## config.mk

```make
export PLATFORM = sky130hd
export DESIGN_NAME = pwm_led_peripheral
export DESIGN_NICKNAME = d
export VERILOG_FILES = /design/src/rtl/pwm_led_peripheral.sv
export SDC_FILE = /design/constraint.sdc
export NUM_CORES = 1
export LEC_CHECK = 0
export ABC_AREA = 1
export CAP_MARGIN = 15
export CORE_UTILIZATION = 40
export DETAILED_ROUTE_END_ITERATION = 8
export DONT_BUFFER_PORTS = 1
export PLACE_DENSITY = 0.6
export SLEW_MARGIN = 10
export SYNTH_ARGS = -nofsm -noshare
export SYNTH_HDL_FRONTEND = slang
export SYNTH_SLANG_ARGS = --single-unit
```

## constraint.sdc

```tcl
create_clock -name clk -period 3.4 [get_ports clk]
set_input_delay 0.17 -clock clk [delete_from_list [all_inputs] [get_ports clk]]
set_output_delay 0.17 -clock clk [all_outputs]
set_load 0.01 [all_outputs]
```

## src/rtl/pwm_led_peripheral.sv

```systemverilog
// Memory-mapped four-channel PWM peripheral for the board LED and RGB pins.
// Duty writes land in pending registers and reach the comparators only at the 255->0 wrap.
module pwm_led_peripheral #(
  parameter logic [31:0] BASE_ADDR = 32'hFFFF_FF00,
  parameter int unsigned PRESCALE  = 12
) (
  input  logic        clk,
  input  logic        reset,
  input  logic        mem_wen,
  input  logic        mem_ren,
  input  logic [31:0] mem_addr,
  input  logic [31:0] mem_wdata,
  output logic [31:0] mem_rdata,
  output logic        mem_rvalid,
  output logic        led,
  output logic        red,
  output logic        green,
  output logic        blue
);

  localparam int unsigned PW = (PRESCALE > 1) ? $clog2(PRESCALE) : 1;
  localparam logic [PW-1:0] PS_LAST = PW'(PRESCALE - 1);
  localparam int NCH = 4;

  typedef enum logic [2:0] {
    OFF_CTRL  = 3'd0,
    OFF_LED   = 3'd1,
    OFF_RED   = 3'd2,
    OFF_GREEN = 3'd3,
    OFF_BLUE  = 3'd4,
    OFF_COUNT = 3'd5,
    OFF_RSV6  = 3'd6,
    OFF_RSV7  = 3'd7
  } reg_off_e;

  logic           in_range;
  reg_off_e       off;
  logic           wr_en;
  logic           rd_en;
  logic           en;
  logic           en_next;
  logic [PW-1:0]  presc;
  logic [7:0]     pwm_cnt;
  logic           tick;
  logic           wrap;
  logic [NCH-1:0] ch_wr;
  logic [NCH-1:0] ch_out;
  logic [7:0]     pending_duty [NCH];
  logic [7:0]     active_duty  [NCH];
  logic [31:0]    rd_value;
  logic           unused_bits;

  assign in_range = (mem_addr[31:5] == BASE_ADDR[31:5]);
  assign off      = reg_off_e'(mem_addr[4:2]);
  assign wr_en    = mem_wen && in_range;
  assign rd_en    = mem_ren && in_range;

  // Byte-lane and upper data bits carry no state here.
  assign unused_bits = ^{mem_addr[1:0], mem_wdata[31:8]};

  assign tick = en && (presc == PS_LAST);
  assign wrap = tick && (pwm_cnt == 8'hFF);

  // NOTE: every always_comb output gets a default first, so no path leaves it unassigned (no latch).
  always_comb begin
    en_next = en;
    if (wr_en && (off == OFF_CTRL)) en_next = mem_wdata[0];
  end

  always_comb begin
    ch_wr = '0;
    for (int i = 0; i < NCH; i++) begin
      ch_wr[i] = wr_en && (off == reg_off_e'(3'(i + 1)));
    end
  end

  // NOTE: sequential state uses non-blocking assignments so every register samples pre-edge values.
  always_ff @(posedge clk or negedge reset) begin
    if (!reset) begin
      en      <= 1'b0;
      presc   <= '0;
      pwm_cnt <= 8'd0;
    end else begin
      en <= en_next;
      // A disabling write clears the counters on the same edge that latches EN=0.
      if (!en_next) begin
        presc   <= '0;
        pwm_cnt <= 8'd0;
      end else if (tick) begin
        presc   <= '0;
        pwm_cnt <= pwm_cnt + 8'd1;
      end else if (en) begin
        presc <= presc + PW'(1);
      end
    end
  end

  // NOTE: the small duty arrays are register files, not RAM, so they take the async reset too.
  always_ff @(posedge clk or negedge reset) begin
    if (!reset) begin
      for (int i = 0; i < NCH; i++) begin
        pending_duty[i] <= 8'd0;
        active_duty[i]  <= 8'd0;
      end
    end else begin
      for (int i = 0; i < NCH; i++) begin
        // Load uses the pre-write pending value, so a write on the wrap edge waits a full period.
        if (!en || wrap) active_duty[i] <= pending_duty[i];
        if (ch_wr[i])    pending_duty[i] <= mem_wdata[7:0];
      end
    end
  end

  // Gating on both en and en_next keeps the enable edge and the disable edge low.
  always_ff @(posedge clk or negedge reset) begin
    if (!reset) begin
      ch_out <= '0;
    end else begin
      for (int i = 0; i < NCH; i++) begin
        ch_out[i] <= en && en_next && (pwm_cnt < active_duty[i]);
      end
    end
  end

  assign led   = ch_out[0];
  assign red   = ch_out[1];
  assign green = ch_out[2];
  assign blue  = ch_out[3];

  always_comb begin
    rd_value = 32'd0;
    case (off)
      OFF_CTRL:  rd_value = {31'd0, en};
      OFF_LED:   rd_value = {24'd0, pending_duty[0]};
      OFF_RED:   rd_value = {24'd0, pending_duty[1]};
      OFF_GREEN: rd_value = {24'd0, pending_duty[2]};
      OFF_BLUE:  rd_value = {24'd0, pending_duty[3]};
      OFF_COUNT: rd_value = {24'd0, pwm_cnt};
      default:   rd_value = 32'd0;
    endcase
  end

  // Read data is captured before this edge's writes land, so a same-cycle write+read sees the old value.
  always_ff @(posedge clk or negedge reset) begin
    if (!reset) begin
      mem_rvalid <= 1'b0;
      mem_rdata  <= 32'd0;
    end else begin
      mem_rvalid <= rd_en;
      mem_rdata  <= rd_en ? rd_value : 32'd0;
    end
  end

endmodule
```

### After elaboration in Yosys (flattened, before gate mapping)

Index checks and enable logic that the tools add are counted.
Widths: inputs -> output; s select.

| operators by class | value |
|---|---|
| reductions and logical operators | 17 |
| multiplexer cells | 8 |
| $add $sub $neg | 2 |
| equal/unequal tests | 10 |
| $lt $le $gt $ge | 4 |

Operator list:

| cell | count |
|---|---|
| $pmux 8 s6 | 1 |
| $lt 8x8->1 | 4 |
| $mux 32 | 1 |
| $eq 27x27->1 const B | 1 |
| $mux 8 | 2 |
| $logic_and 1x1->1 | 14 |
| $mux 4 | 3 |
| $add 8x1->8 const B | 1 |
| $eq 8x8->1 const B | 1 |
| $eq 3x2->1 const B | 2 |
| $eq 3x3->1 const B | 2 |
| $add 4x1->4 const B | 1 |
| $eq 4x4->1 const B | 1 |
| $eq 3x1->1 const B | 1 |
| $logic_not 3->1 | 1 |
| $ne 3x2->1 const B | 1 |
| $ne 2x1->1 const B | 1 |
| $logic_not 1->1 | 1 |
| $logic_or 1x1->1 | 1 |
| $mux 1 | 1 |

| storage, ports and cells | value |
|---|---|
| logic and storage cells | 55 |
| output and inout port bits | 37 |
| flip-flop bits (word level) | 114 |

### Logic depth before layout (Yosys ltp)

| logic depth | value |
|---|---|
| word-level depth | 6 |
| depth in mapped cells | 11 |
| gate-level depth less buffers | 10 |

### Least setup slack after synthesis

No wires, ideal clock.

| timing | value |
|---|---|
| path kind | reg-to-reg |
| from | reg presc[0] |
| to | reg active_duty[21] (netlist bit) |
| arrival | 1.509 ns |
| stages on the path, launching flop included | 10 |
| required time | 3.283 ns |
| path slack | 1.774 ns |
| cell sequence | dfrtp_1 > ha_1 > nand4_4 > nor3_2 > nand3_2 > nor2_4 > nand2_4 > buf_2 > nand3_1 > nand2_1 |

| between the ends | value |
|---|---|
| cells in the longest elaborated chain, start to end | 4 |

RTL lines:

| what | RTL line | RTL |
|---|---|---|
| start: declaration | 42 | `logic [PW-1:0] presc;` |
| start signal: assignment | 93 | `presc <= presc + PW'(1);` |
| $eq 4x4->1 | 61 | `assign tick = en && (presc == PS_LAST);` |
| $logic_and 1x1->1 | 61 |  |
| $logic_and 1x1->1 | 62 | `assign wrap = tick && (pwm_cnt == 8'hFF);` |
| $logic_or 1x1->1 | 108 | `if (!en \|\| wrap) active_duty[i] <= pending_duty[i];` |
| end signal: indexed assignment | 108 |  |
| end: declaration | 49 | `logic [7:0] active_duty [NCH];` |

Every way passes these cells.
A chain may end at the register's enable or synchronous reset.

### Worst setup path after layout

| timing | value |
|---|---|
| from | reg presc[0] |
| to | reg active_duty[11] (netlist bit) |

Same word-level chain as after synthesis.

==> run summary <==
P per Cell Area -> 404 mW/mm^2
Pre-antenna DRT Iters -> 4
Share of cells above drive strength 1 -> 4.00%
P_leak -> 2.66 nW
Average wire per standard cell -> 15.0 um
Non-Filler Instances -> 773
Seq pwr share -> 49.5%
Clock transition at the registers of the reported paths -> 60 ps
Pwr Total -> 2.16 mW
Final instance area -> 0.00536 sq mm
Starting Density -> 40.9%
Placer Congestion -> 0.834
DR vias -> 3927
R2R Setup Slk -> 1170 ps
Unrepaired setup endpoints after global routing -> false
Hold WC Path Type -> in2reg
Pins over their slew limit -> 0
Reg2Reg Depth -> 9
CTS tree -> done
Total Nets Final -> 718
Initial antenna violation count -> 1
Worst endpoint required time -> 3680 ps
Gate Count Post-Synth -> 610
H-tree Lvls -> 3
Layout area overhead -> 9.07%
Final-report setup violation count -> 0
Final setup TNS -> 0 ps
Synth Warn # -> 0
Port bufs -> 0
Final Skew -> 6.38 ps
CP arrival -> 2500 ps
CTS Buf Count -> 9
Sequence of cells on the critical path -> ha_1 -> nand4_4 -> nor3_2 -> nand3_2 -> nor2_4 -> nand2_4 -> nand2_4 -> nand2_1 -> nand2_1
Slew HR -> 47.3%
Worst R2R End -> active_duty[11]
Routed Antenna Nets -> 0
Die width -> 113 um
Hold slack -> 9.09 ps
CP Class -> reg2reg
Pin count of the biggest net entering global routing -> 91
Clock Root Buffer -> clkbuf_16
Status -> finished clean
Period minus WS final -> 2230 ps
Yosys reg bits -> 90
Placed cells -> 745
Logic pwr share -> 3.7%
Dpl cell area -> 0.00493 sq mm
Power share of the clock group -> 46.7%
Switching part of the total -> 22.2%
Crit end category -> register
WHS Path Cells -> 2
Fmax -> 449 MHz
Peak supply drop -> 219 uV
Clk sinks -> 90
Syn_area_per_cell -> 8.05 sq um
Residual DRC -> 0
Skew-Pair Late Insertion Delay -> 340 ps
Grt total ovfl -> 0
CP max FO -> 33
CTS Buffer Depth -> 2
Pint -> 1.68 mW
NetSw -> 480 uW
Max capacitance violation total -> 0
Via/cell ratio -> 5.08
Site row count -> 40
Register area share after synthesis -> 45.9%
DR iter-0 viols -> 212
Drt total wl -> 11600 um
First-pass GRT wire length -> 19400 um
Worst Tran Pin Value -> 788 ps
# IOs -> 105
Vias in the first global route -> 3962
Final Hold Fails -> 0
Netlist Area Pre-Place -> 0.00491 sq mm
Distinct cells, synth -> 33
Setup crit start kind -> register
Hold wc startpoint -> mem_wdata[0]
Core area -> 0.0120 sq mm
Die H -> 113 um
Fillers -> 1226
Hold Path End -> presc[1]
All-Layer GR Usage -> 19.8%
Fin crit share -> 65.5%
Crit-path max cell delay -> 400 ps
Hpwl dp -> 8230 um
Reg2Reg Launch Point -> presc[0]
Worst path slowest cell -> dfrtp_1
Die area -> 0.0127 sq mm
## flip-flops by register name, indices dropped and copies added (netlist names)
signal / cells
presc: 4
mem_rvalid: 1
pwm_cnt: 8
ch_out: 4
pending_duty: 32
active_duty: 32
mem_rdata: 8
en: 1
## final cells by class
type                            instances  area (sq um)  share of cell area (%)
Timing Repair Buffer                   12           135                    2.52
Sequential cell                        90          2250                    42.1
Clock buffer                           12           246                    4.60
Multi-Input combinational cell        431          2200                    41.1
Clock inverter                          4          51.3                   0.958
Antenna cell                            1          2.50                  0.0467
Tap cell                              147           184                    3.43
Inverter                               76           285                    5.33
## how the worst max path moves through the flow
| stage | end | cells after the start | slack (ps) | from |
|---|---|---|---|---|
| 6_report | active_duty[11] | 9 | 1170 | presc[0] |
| 5_1_grt | active_duty[11] | 9 | 950 | presc[0] |
| 4_1_cts | active_duty[14] | 9 | 1190 | presc[0] |
| 3_5_place_dp | active_duty[14] | 9 | 1210 | presc[0] |
| 3_3_place_gp | active_duty[23] | 9 | 1250 | presc[0] |
| 2_1_floorplan | active_duty[21] | 9 | 1770 | presc[0] |
## synthesized netlist by cell type (all sizes together)
cell / instances / area share, %
a211oi: 6 / 0.92
a21oi: 20 / 2.0
a221oi: 1 / 0.18
a31o: 1 / 0.18
a41oi: 1 / 0.18
and2: 2 / 0.25
buf: 36 / 5.3
clkinv: 2 / 0.15
conb: 1 / 0.076
dfrtp: 90 / 46
ha: 30 / 7.6
inv: 74 / 5.7
nand2: 183 / 14
nand3: 47 / 4.9
nand3b: 4 / 0.61
nand4: 12 / 1.8
nor2: 48 / 4.0
nor3: 4 / 0.51
o21ai: 36 / 3.7
o21bai: 1 / 0.15
o22ai: 6 / 0.76
or2: 1 / 0.13
xnor2: 1 / 0.18
xor2: 3 / 0.54
## worst max-delay path, delay by kind of cell, from the launching register on
| kind | cells | cell delay [ps] |
|---|---|---|
| fa+ha+maj | 1 | 260 |
| simple gates | 8 | 1470 |
| flops | 1 | 400 |
## cell usage in the layout (no fill, tap or decap), drive strengths merged
cell type / n
clkinv: 4
a221oi: 1
ha: 30
a41oi: 1
o21ai: 36
nand3: 47
or2: 1
a211oi: 6
conb: 24
nor3: 4
diode: 1
nand2: 183
bufinv: 1
a31o: 1
dlygate4sd3: 10
nand4: 12
nor2: 48
buf: 2
xnor2: 1
a21oi: 20
clkbuf: 12
nand3b: 4
inv: 74
o21bai: 1
clkinvlp: 1
o22ai: 6
dfrtp: 90
xor2: 3
and2: 2
## power by group through the flow
| stage | clock network [mW] | logic [mW] | registers [mW] |
|---|---|---|---|
| global placement | 0 | 0.0412 | 1.09 |
| detailed placement | 0 | 0.0416 | 1.09 |
| CTS | 1.03 | 0.0821 | 1.07 |
| global route | 1.07 | 0.0935 | 1.07 |
| finish | 1.01 | 0.0809 | 1.07 |
| floorplan | 0 | 0.0550 | 1.09 |
## metrics by stage
stage	util (%)	setup slack, ps
after floorplan	-	1770
after global placement	41.0	1250
after detailed placement	41.0	1210
after CTS	44.6	1190
after global routing	44.6	951
final	44.6	1170
## metal layers
metal	up-vias	wire, um	track usage, %	share of wire (%)
met2	102	5210	31.0	45
li1	1940	-	-	-
met3	21	540	4.23	4.7
met4	0	292	9.69	2.5
met5	-	0	0	0
met1	1864	5520	26.3	48
## cells by family after synthesis
group	after synthesis	synth area share, %
AOI/OAI and AO/OA	72	8.08
xor gates and xnor gates	4	0.714
adders and majority gates	30	7.65
and+or+nand+nor	301	26.5
other	1	0.0764
buffers and inverters	112	11.1
DFF	90	45.9
## what timing repair did
action,4_1_cts,5_1_grt
endpoints found under the hold margin,121,0
hold buffers,11,0
buffers inserted,0,0
gates resized for setup,0,0
Note: power is estimated with default switching activity, not from simulation.
